`src/rtl/dfm_gate_ctrl.sv`:
```
// dfm_gate_ctrl: measurement sequencer for the digital frequency meter.
// Opens a gate window of a range-dependent length, waits for the external
// counter to settle, reads its result twice until two samples agree, and
// optionally auto-ranges before publishing the count with a valid strobe.
module dfm_gate_ctrl #(
    parameter int unsigned GATE0    = 50_000,
    parameter int unsigned GATE1    = 500_000,
    parameter int unsigned GATE2    = 5_000_000,
    parameter int unsigned GATE3    = 50_000_000,
    parameter int unsigned SETTLE   = 8,
    parameter int unsigned LOW_THR  = 1000,
    parameter int unsigned HIGH_THR = 200_000_000
) (
    input  logic        clk,
    input  logic        rst_n,
    input  logic        start,
    input  logic        cont,
    input  logic        auto_en,
    input  logic [1:0]  range_sel,
    input  logic [27:0] cnt_in,
    output logic        gate,
    output logic [27:0] result,
    output logic [1:0]  result_range,
    output logic        valid,
    output logic        busy,
    output logic        err
);

    typedef enum logic [2:0] {
        S_IDLE, S_GATE, S_SETTLE, S_SAMP0, S_SAMP1, S_EVAL, S_DONE
    } state_t;

    localparam logic [27:0] LOW_T    = 28'(LOW_THR);
    localparam logic [27:0] HIGH_T   = 28'(HIGH_THR);
    localparam logic [31:0] SETTLE_M = 32'(SETTLE) - 32'd1;

    // Timer reload value for a gate of the given range (counts down to zero).
    function automatic logic [31:0] gate_load(input logic [1:0] r);
        logic [31:0] len;
        case (r)
            2'd0:    len = 32'(GATE0);
            2'd1:    len = 32'(GATE1);
            2'd2:    len = 32'(GATE2);
            default: len = 32'(GATE3);
        endcase
        return len - 32'd1;
    endfunction

    state_t      state_q, state_d;
    logic [31:0] tmr_q, tmr_d;
    logic        gate_q, gate_d;
    logic [1:0]  range_q, range_d;         // range of the measurement in flight
    logic [1:0]  range_reg_q, range_reg_d; // last range accepted under auto-ranging
    logic [27:0] s0_q, s0_d;
    logic [27:0] s1_q, s1_d;
    logic [1:0]  retry_q, retry_d;
    logic [1:0]  rr_q, rr_d;
    logic [27:0] result_q, result_d;
    logic [1:0]  result_range_q, result_range_d;
    logic        valid_q, valid_d;
    logic        err_q, err_d;

    // Next-state logic; the result, range and valid are registered together on
    // entry to DONE so that valid is high exactly while the new result is shown.
    always_comb begin
        state_d        = state_q;
        tmr_d          = tmr_q;
        gate_d         = gate_q;
        range_d        = range_q;
        range_reg_d    = range_reg_q;
        s0_d           = s0_q;
        s1_d           = s1_q;
        retry_d        = retry_q;
        rr_d           = rr_q;
        result_d       = result_q;
        result_range_d = result_range_q;
        valid_d        = 1'b0;
        err_d          = err_q;

        case (state_q)
            S_IDLE: begin
                if (start || cont) begin
                    range_d = auto_en ? range_reg_q : range_sel;
                    tmr_d   = gate_load(auto_en ? range_reg_q : range_sel);
                    gate_d  = 1'b1;
                    err_d   = 1'b0;
                    retry_d = 2'd0;
                    rr_d    = 2'd0;
                    state_d = S_GATE;
                end
            end
            S_GATE: begin
                if (tmr_q == 32'd0) begin
                    gate_d  = 1'b0;
                    tmr_d   = SETTLE_M;
                    state_d = S_SETTLE;
                end else begin
                    tmr_d = tmr_q - 32'd1;
                end
            end
            S_SETTLE: begin
                if (tmr_q == 32'd0) begin
                    state_d = S_SAMP0;
                end else begin
                    tmr_d = tmr_q - 32'd1;
                end
            end
            S_SAMP0: begin
                s0_d    = cnt_in;
                state_d = S_SAMP1;
            end
            S_SAMP1: begin
                s1_d = cnt_in;
                if (cnt_in == s0_q) begin
                    state_d = S_EVAL;
                end else if (retry_q == 2'd3) begin
                    // Fourth disagreement: give up on this reading without valid.
                    err_d   = 1'b1;
                    state_d = S_IDLE;
                end else begin
                    retry_d = retry_q + 2'd1;
                    state_d = S_SAMP0;
                end
            end
            S_EVAL: begin
                if (auto_en && rr_q != 2'd3 && s1_q < LOW_T && range_q != 2'd3) begin
                    range_d = range_q + 2'd1;
                    tmr_d   = gate_load(range_q + 2'd1);
                    gate_d  = 1'b1;
                    rr_d    = rr_q + 2'd1;
                    state_d = S_GATE;
                end else if (auto_en && rr_q != 2'd3 && (s1_q > HIGH_T || s1_q == '1)
                             && range_q != 2'd0) begin
                    range_d = range_q - 2'd1;
                    tmr_d   = gate_load(range_q - 2'd1);
                    gate_d  = 1'b1;
                    rr_d    = rr_q + 2'd1;
                    state_d = S_GATE;
                end else begin
                    result_d       = s1_q;
                    result_range_d = range_q;
                    valid_d        = 1'b1;
                    state_d        = S_DONE;
                end
            end
            S_DONE: begin
                if (auto_en) begin
                    range_reg_d = range_q;
                end
                state_d = S_IDLE;
            end
            default: begin
                gate_d  = 1'b0;
                state_d = S_IDLE;
            end
        endcase
    end

    // State and datapath registers; reset discards any measurement in flight.
    always_ff @(posedge clk or negedge rst_n) begin
        if (!rst_n) begin
            state_q        <= S_IDLE;
            tmr_q          <= 32'd0;
            gate_q         <= 1'b0;
            range_q        <= 2'd0;
            range_reg_q    <= 2'd0;
            s0_q           <= 28'd0;
            s1_q           <= 28'd0;
            retry_q        <= 2'd0;
            rr_q           <= 2'd0;
            result_q       <= 28'd0;
            result_range_q <= 2'd0;
            valid_q        <= 1'b0;
            err_q          <= 1'b0;
        end else begin
            state_q        <= state_d;
            tmr_q          <= tmr_d;
            gate_q         <= gate_d;
            range_q        <= range_d;
            range_reg_q    <= range_reg_d;
            s0_q           <= s0_d;
            s1_q           <= s1_d;
            retry_q        <= retry_d;
            rr_q           <= rr_d;
            result_q       <= result_d;
            result_range_q <= result_range_d;
            valid_q        <= valid_d;
            err_q          <= err_d;
        end
    end

    assign gate         = gate_q;
    assign result       = result_q;
    assign result_range = result_range_q;
    assign valid        = valid_q;
    assign busy         = (state_q != S_IDLE);
    assign err          = err_q;

endmodule

```
`config.mk`:
```
export PLATFORM = sky130hd
export DESIGN_NAME = dfm_gate_ctrl
export DESIGN_NICKNAME = d
export VERILOG_FILES = /design/src/rtl/dfm_gate_ctrl.sv
export SDC_FILE = /design/constraint.sdc
export NUM_CORES = 1
export LEC_CHECK = 0
export BUFFER_PORTS_ARGS = -buffer_cell sky130_fd_sc_hd__clkbuf_2
export CORE_UTILIZATION = 40
export DETAILED_ROUTE_END_ITERATION = 16
export PLACE_DENSITY = 0.61
export SYNTH_ARGS = -nofsm -noshare
export SYNTH_HDL_FRONTEND = slang
export SYNTH_SLANG_ARGS = --single-unit
```
`constraint.sdc`:
```
create_clock -name clk -period 8 [get_ports clk]
set_input_delay 0.8 -clock clk [delete_from_list [all_inputs] [get_ports clk]]
set_output_delay 0.8 -clock clk [all_outputs]
set_load 0.03 [all_outputs]
```
# Yosys cells after proc, flatten, opt, wreduce, memory -nomap -nowiden
# Index checks and enable logic that the tools add are counted.
# word_totals
in_bits	35
register_bits	132
wordCells	125
out_inout_bits	34
# classes
addsub	8
n_eq_ne	25
reduce_logical	26
n_lt_le_gt_ge	2
n_mux	48
n_bitwise	3
# op_table
op	count
2-to-1 mux 32 bit	12
case mux 26 bit (3 select lines)	3
case mux 32 bit (4 select lines)	1
subtractor 32 x 1 -> 32 bit (second input constant)	4
zero test 32 bit	1
equality test 28 bit	1
equality test 28 bit (second input constant)	1
greater-than comparator 28 bit (second input constant)	1
less-than comparator 28 x 10 -> 1 bit (second input constant)	1
2-to-1 mux 2 bit	10
2-to-1 mux 3 bit	6
inequality test 2 bit (second input constant)	9
case mux 3 bit (6 select lines)	1
AND reduction 4 bit	4
case mux 2 bit (2 select lines)	3
2-to-1 mux 1 bit	10
equality test 3 bit (second input constant)	3
AND reduction 3 bit	3
equality test 2 bit (second input constant)	4
adder 2 x 1 -> 2 bit (second input constant)	3
equality test 2 x 1 -> 1 bit (second input constant)	3
equality test 3 x 2 -> 1 bit (second input constant)	2
zero test 2 bit	3
nonzero test 2 bit	3
other kinds (13)	20

# Longest topological paths before layout
# depth
depth_word	11
ltp_mapped	11
ltp_nobuf	10

# Worst setup path before layout
# Ideal clock, no wire load.
# synth_path
kind	register to register
from	register tmr_q[0]
to	register gate_q, in the netlist gate
setup_ns	0.119
path_stages_with_launch	10
t_arrival_ns	2.685
t_required_ns	7.881
slack_ns	5.196
cell_sequence	dfrtp_1 -> inv_1 -> ha_1 -> or4b_4 -> or4b_4 -> or2_4 -> and4bb_2 -> and2b_2 -> o221ai_2 -> a21bo_1
# synth_via
elab_chain_len	3
# synth_rtl
element	line	source
from (decl)	50	logic [31:0] tmr_q, tmr_d;
from (signal assigned)	177	tmr_q <= tmr_d;
zero test 32 bit	93	if (tmr_q == 32'd0) begin
inequality test 2 bit (no source line)	-	
AND reduction 4 bit (no source line)	-	
to (signal assigned)	178	gate_q <= gate_d;
to (decl)	51	logic gate_q, gate_d;
# No other way between the ends.
# A chain may end at the register's enable or synchronous reset.

# Final worst setup path
# layout_path
from	register s1_q[12]
to	register tmr_q[9]
# layout_via
elab_chain_len	6
# layout_rtl
element	line	source
from (decl)	55	logic [27:0] s1_q, s1_d;
from (signal assigned)	168	s1_q <= 28'd0;
from (signal assigned)	182	s1_q <= s1_d;
greater-than comparator 28 bit or equality test 28 bit (tied branches)	132	end else if (auto_en && rr_q != 2'd3 && (s1_q > HIGH_T || s1_q == '1)
logical OR 1 bit	132	
logical AND 1 bit	132	
logical AND 1 bit	133	&& range_q != 2'd0) begin
inequality test 3 bit (no source line)	-	
AND reduction 4 bit (no source line)	-	
# Parallel ways exist; a longest one is shown, timed or not.

==> metrics.md <==
| Metric | Value |
|---|---|
| Status | finished clean |
| Crit path DAT | 4.11 ns |
| Layout cells sized above 1 | 23.0% |
| WS Path Type | reg -> reg |
| Top cell type's share of synthesized area | 47.5% |
| CTS Root Buffer Type | clkbuf_16 |
| Wirelength per Cell | 16.9 um |
| Final min period | 3.86 ns |
| Top Family by Delay on Critical Path | simple AND/OR/NAND/NOR gates |
| Top_reg_cell synth | dfrtp_1 |
| GR Overflow Total | 0 |
| Clk sinks | 132 |
| Mapped Cells | 702 |
| Synth warn | 0 |
| First-pass GRT wire length | 28.2 mm |
| Final setup margin | 4.14 ns |
| Final wirelength | 16.8 mm |
| Syn_nets | 756 |
| Vias per cell | 5.52 |
| Crit path required time | 8.25 ns |
| Crit-path max FO | 32 |
| CP endpoint kind | flop |
| Yosys top cell by area | dfrtp_1 |
| Nets | 814 |
| Actual slew at the worst max-slew pin | 1.17 ns |
| Slowest Stage Delay on Critical Path | 1.00 ns |
| Crit-path cells | nor4_1 > nand4_1 > nor3_2 > a221oi_1 > o21a_1 > o21ai_0 > o31ai_1 |
| Total die area | 0.0179 mm^2 |
| Reg clk slew, reported paths | 0.06 ns |
| Dpl cells | 961 |
| Hold crit path type | in -> async |
| Initial antenna violation count | 0 |
| RSZ-0062 raised after global routing | no |
| Post-DP HPWL | 11.8 mm |
| Number of synthesized register bits | 132 |
| CP bufs+invs | 0 |
| Worst skew pair latency | 0.41 ns |
| First-pass iteration count of the detailed router | 5 |
| DRC viols | 0 |
| Routability cong. | 0.844 |
| Ports | 69 |
| Hold buffer count at CTS | 0 |
| Netlist cell types | 69 |
| Core area | 0.0168 mm^2 |
| Register area share after synthesis | 47.5% |
| # setup viols final | 0 |
| Leading cell type by number of instances after synthesis | dfrtp_1 |
| Initial DRC count | 271 |
| Async S/R FF share, synth | 100% |
| Storage cell area | 0.00330 mm^2 |
| Mapped Avg Cell Area | 9.91 um^2 |
| Setup TNS | 0 ns |
| CTS Buf Count | 17 |
| Ant diodes | 0 |
| Multi-input gate area | 0.00345 mm^2 |
| Die Ht | 134 um |
| Post-layout util | 48.0% |
| Tcrit/Tclk final | 48.2% |
| CP max-delay cell | nor4_1 |
| Pre-CTS WS | 4.16 ns |
| Synth cell count leaders | dfrtp_1, nand2_1, mux2_2 |
| Rows | 47 |
| Clk buf depth | 2 |
| Power per cell area | 433 mW/mm^2 |
| Final ANT Viol Nets | 0 |
| Initial Utilization | 41.5% |
| Final-report max-slew violation count | 0 |
| Peak supply drop | 0.189 mV |
| # fillers | 1577 |
| Max-cap violations | 0 |
| Total track usage | 20.0% |
| Largest net degree at the start of global routing | 80 |
| Dominant cells by area after synthesis | dfrtp_1, mux2_2, nand2_1 |
| Max Fclk | 0.259 GHz |
| CTS tree | built |
| Die Width | 134 um |
| Buffers on Ports | 68 |
| Finished Cell Area | 0.00804 mm^2 |
| Via count | 5482 |
| Cell Area, Synth | 0.00696 mm^2 |
| Layout Cells excl Fill | 993 |
| Lkg Pwr | 3.49 nW |
| Layout Area Growth over Synthesis | 15.6% |
| Relative slew margins | 21.0% |
| Post_cts resized | 0 |
| EDFF count, synth | 0 |
| Type of origin of the critical path | flop |
| Final Hold Vio Count | 0 |
| Fin Clk Skew | 0.0131 ns |
| # H-tree levels | 4 |
| Post-CTS setup buffer count | 0 |
| Number of global-route vias before repair | 5499 |
| Area after DPL | 0.00745 mm^2 |
==> state kept, by name, summed over array words and instances (netlist names) <==
register,flops
err,1
gate,1
range_q,2
range_reg_q,2
result,28
result_range,2
retry_q,2
rr_q,2
s0_q,28
s1_q,28
state_q,3
tmr_q,32
valid,1
==> through the flow <==
step	hold WS [ns]	power (mW)
2_1_floorplan	0.442	2.31
3_3_place_gp	0.464	2.66
3_5_place_dp	0.467	2.71
4_1_cts	0.337	3.51
5_1_grt	0.368	3.73
6_report	0.339	3.48
==> cells in the final DEF (no fill, tap or decap), types with 5 or more instances in the layout <==
cell	count
o31ai_1	6
xnor2_1	27
nand2_1	118
clkbuf_16	17
clkbuf_2	67
nand2b_1	7
nor3_1	15
nand3_1	9
o21ai_0	50
nand4_1	11
or3_1	7
o22ai_1	7
dfrtp_1	132
inv_1	12
o221ai_1	5
nor2_1	48
ha_1	19
mux2_2	59
a22o_1	7
mux2i_1	6
nor4_1	14
a31oi_1	12
xor2_1	5
a21oi_1	26
or4_1	5
==> routing by layer <==
layer / GRT usage [%] / wire [um]
met1: 24.8 / 7390
met2: 33.6 / 8400
met3: 4.35 / 659
met4: 8.71 / 359
met5: 0 / 0
==> where the power goes <==
group / total, mW / leakage (nW) / switching (mW) / internal (mW)
Sequential: 1.27 / 1.59 / 0.290 / 0.976
Clock: 0.783 / 0.284 / 0.309 / 0.474
Combinational: 1.43 / 1.61 / 0.852 / 0.581
Total: 3.48 / 3.49 / 1.45 / 2.03
==> final timing paths <==
path                       startpoint        end  slack, ns  depth (start not counted)
setup / recovery             s1_q[12]   tmr_q[9]       4.14                          7
hold / removal                  rst_n   tmr_q[2]       0.34                          1
setup reg to reg             s1_q[12]   tmr_q[9]       4.14                          7
hold reg to reg             tmr_q[29]  tmr_q[29]       0.48                          1
max in group asynchronous       rst_n   s1_q[10]       6.28                          2
min in group clk            tmr_q[29]  tmr_q[29]       0.48                          1
==> area by class of cell <==
| type | count | share of cell area, % |
|---|---|---|
| clock inverter | 12 | 1.84 |
| timing repair buffer | 72 | 4.68 |
| inverter | 12 | 0.560 |
| clock buffer | 20 | 5.56 |
| sequential | 132 | 41.1 |
| multi-input combinational | 525 | 42.9 |
| tap | 220 | 3.42 |
==> cell families after synthesis <==
logic type	synth area share (%)
DFF	47.5
AOI/OAI and AO/OA	12.9
xor gates and xnor gates	4.03
and+or+nand+nor	18.7
muxes	10.4
buffers and inverters	3.00
adders and majority gates	3.42
Power figures use the tool's default switching activity.
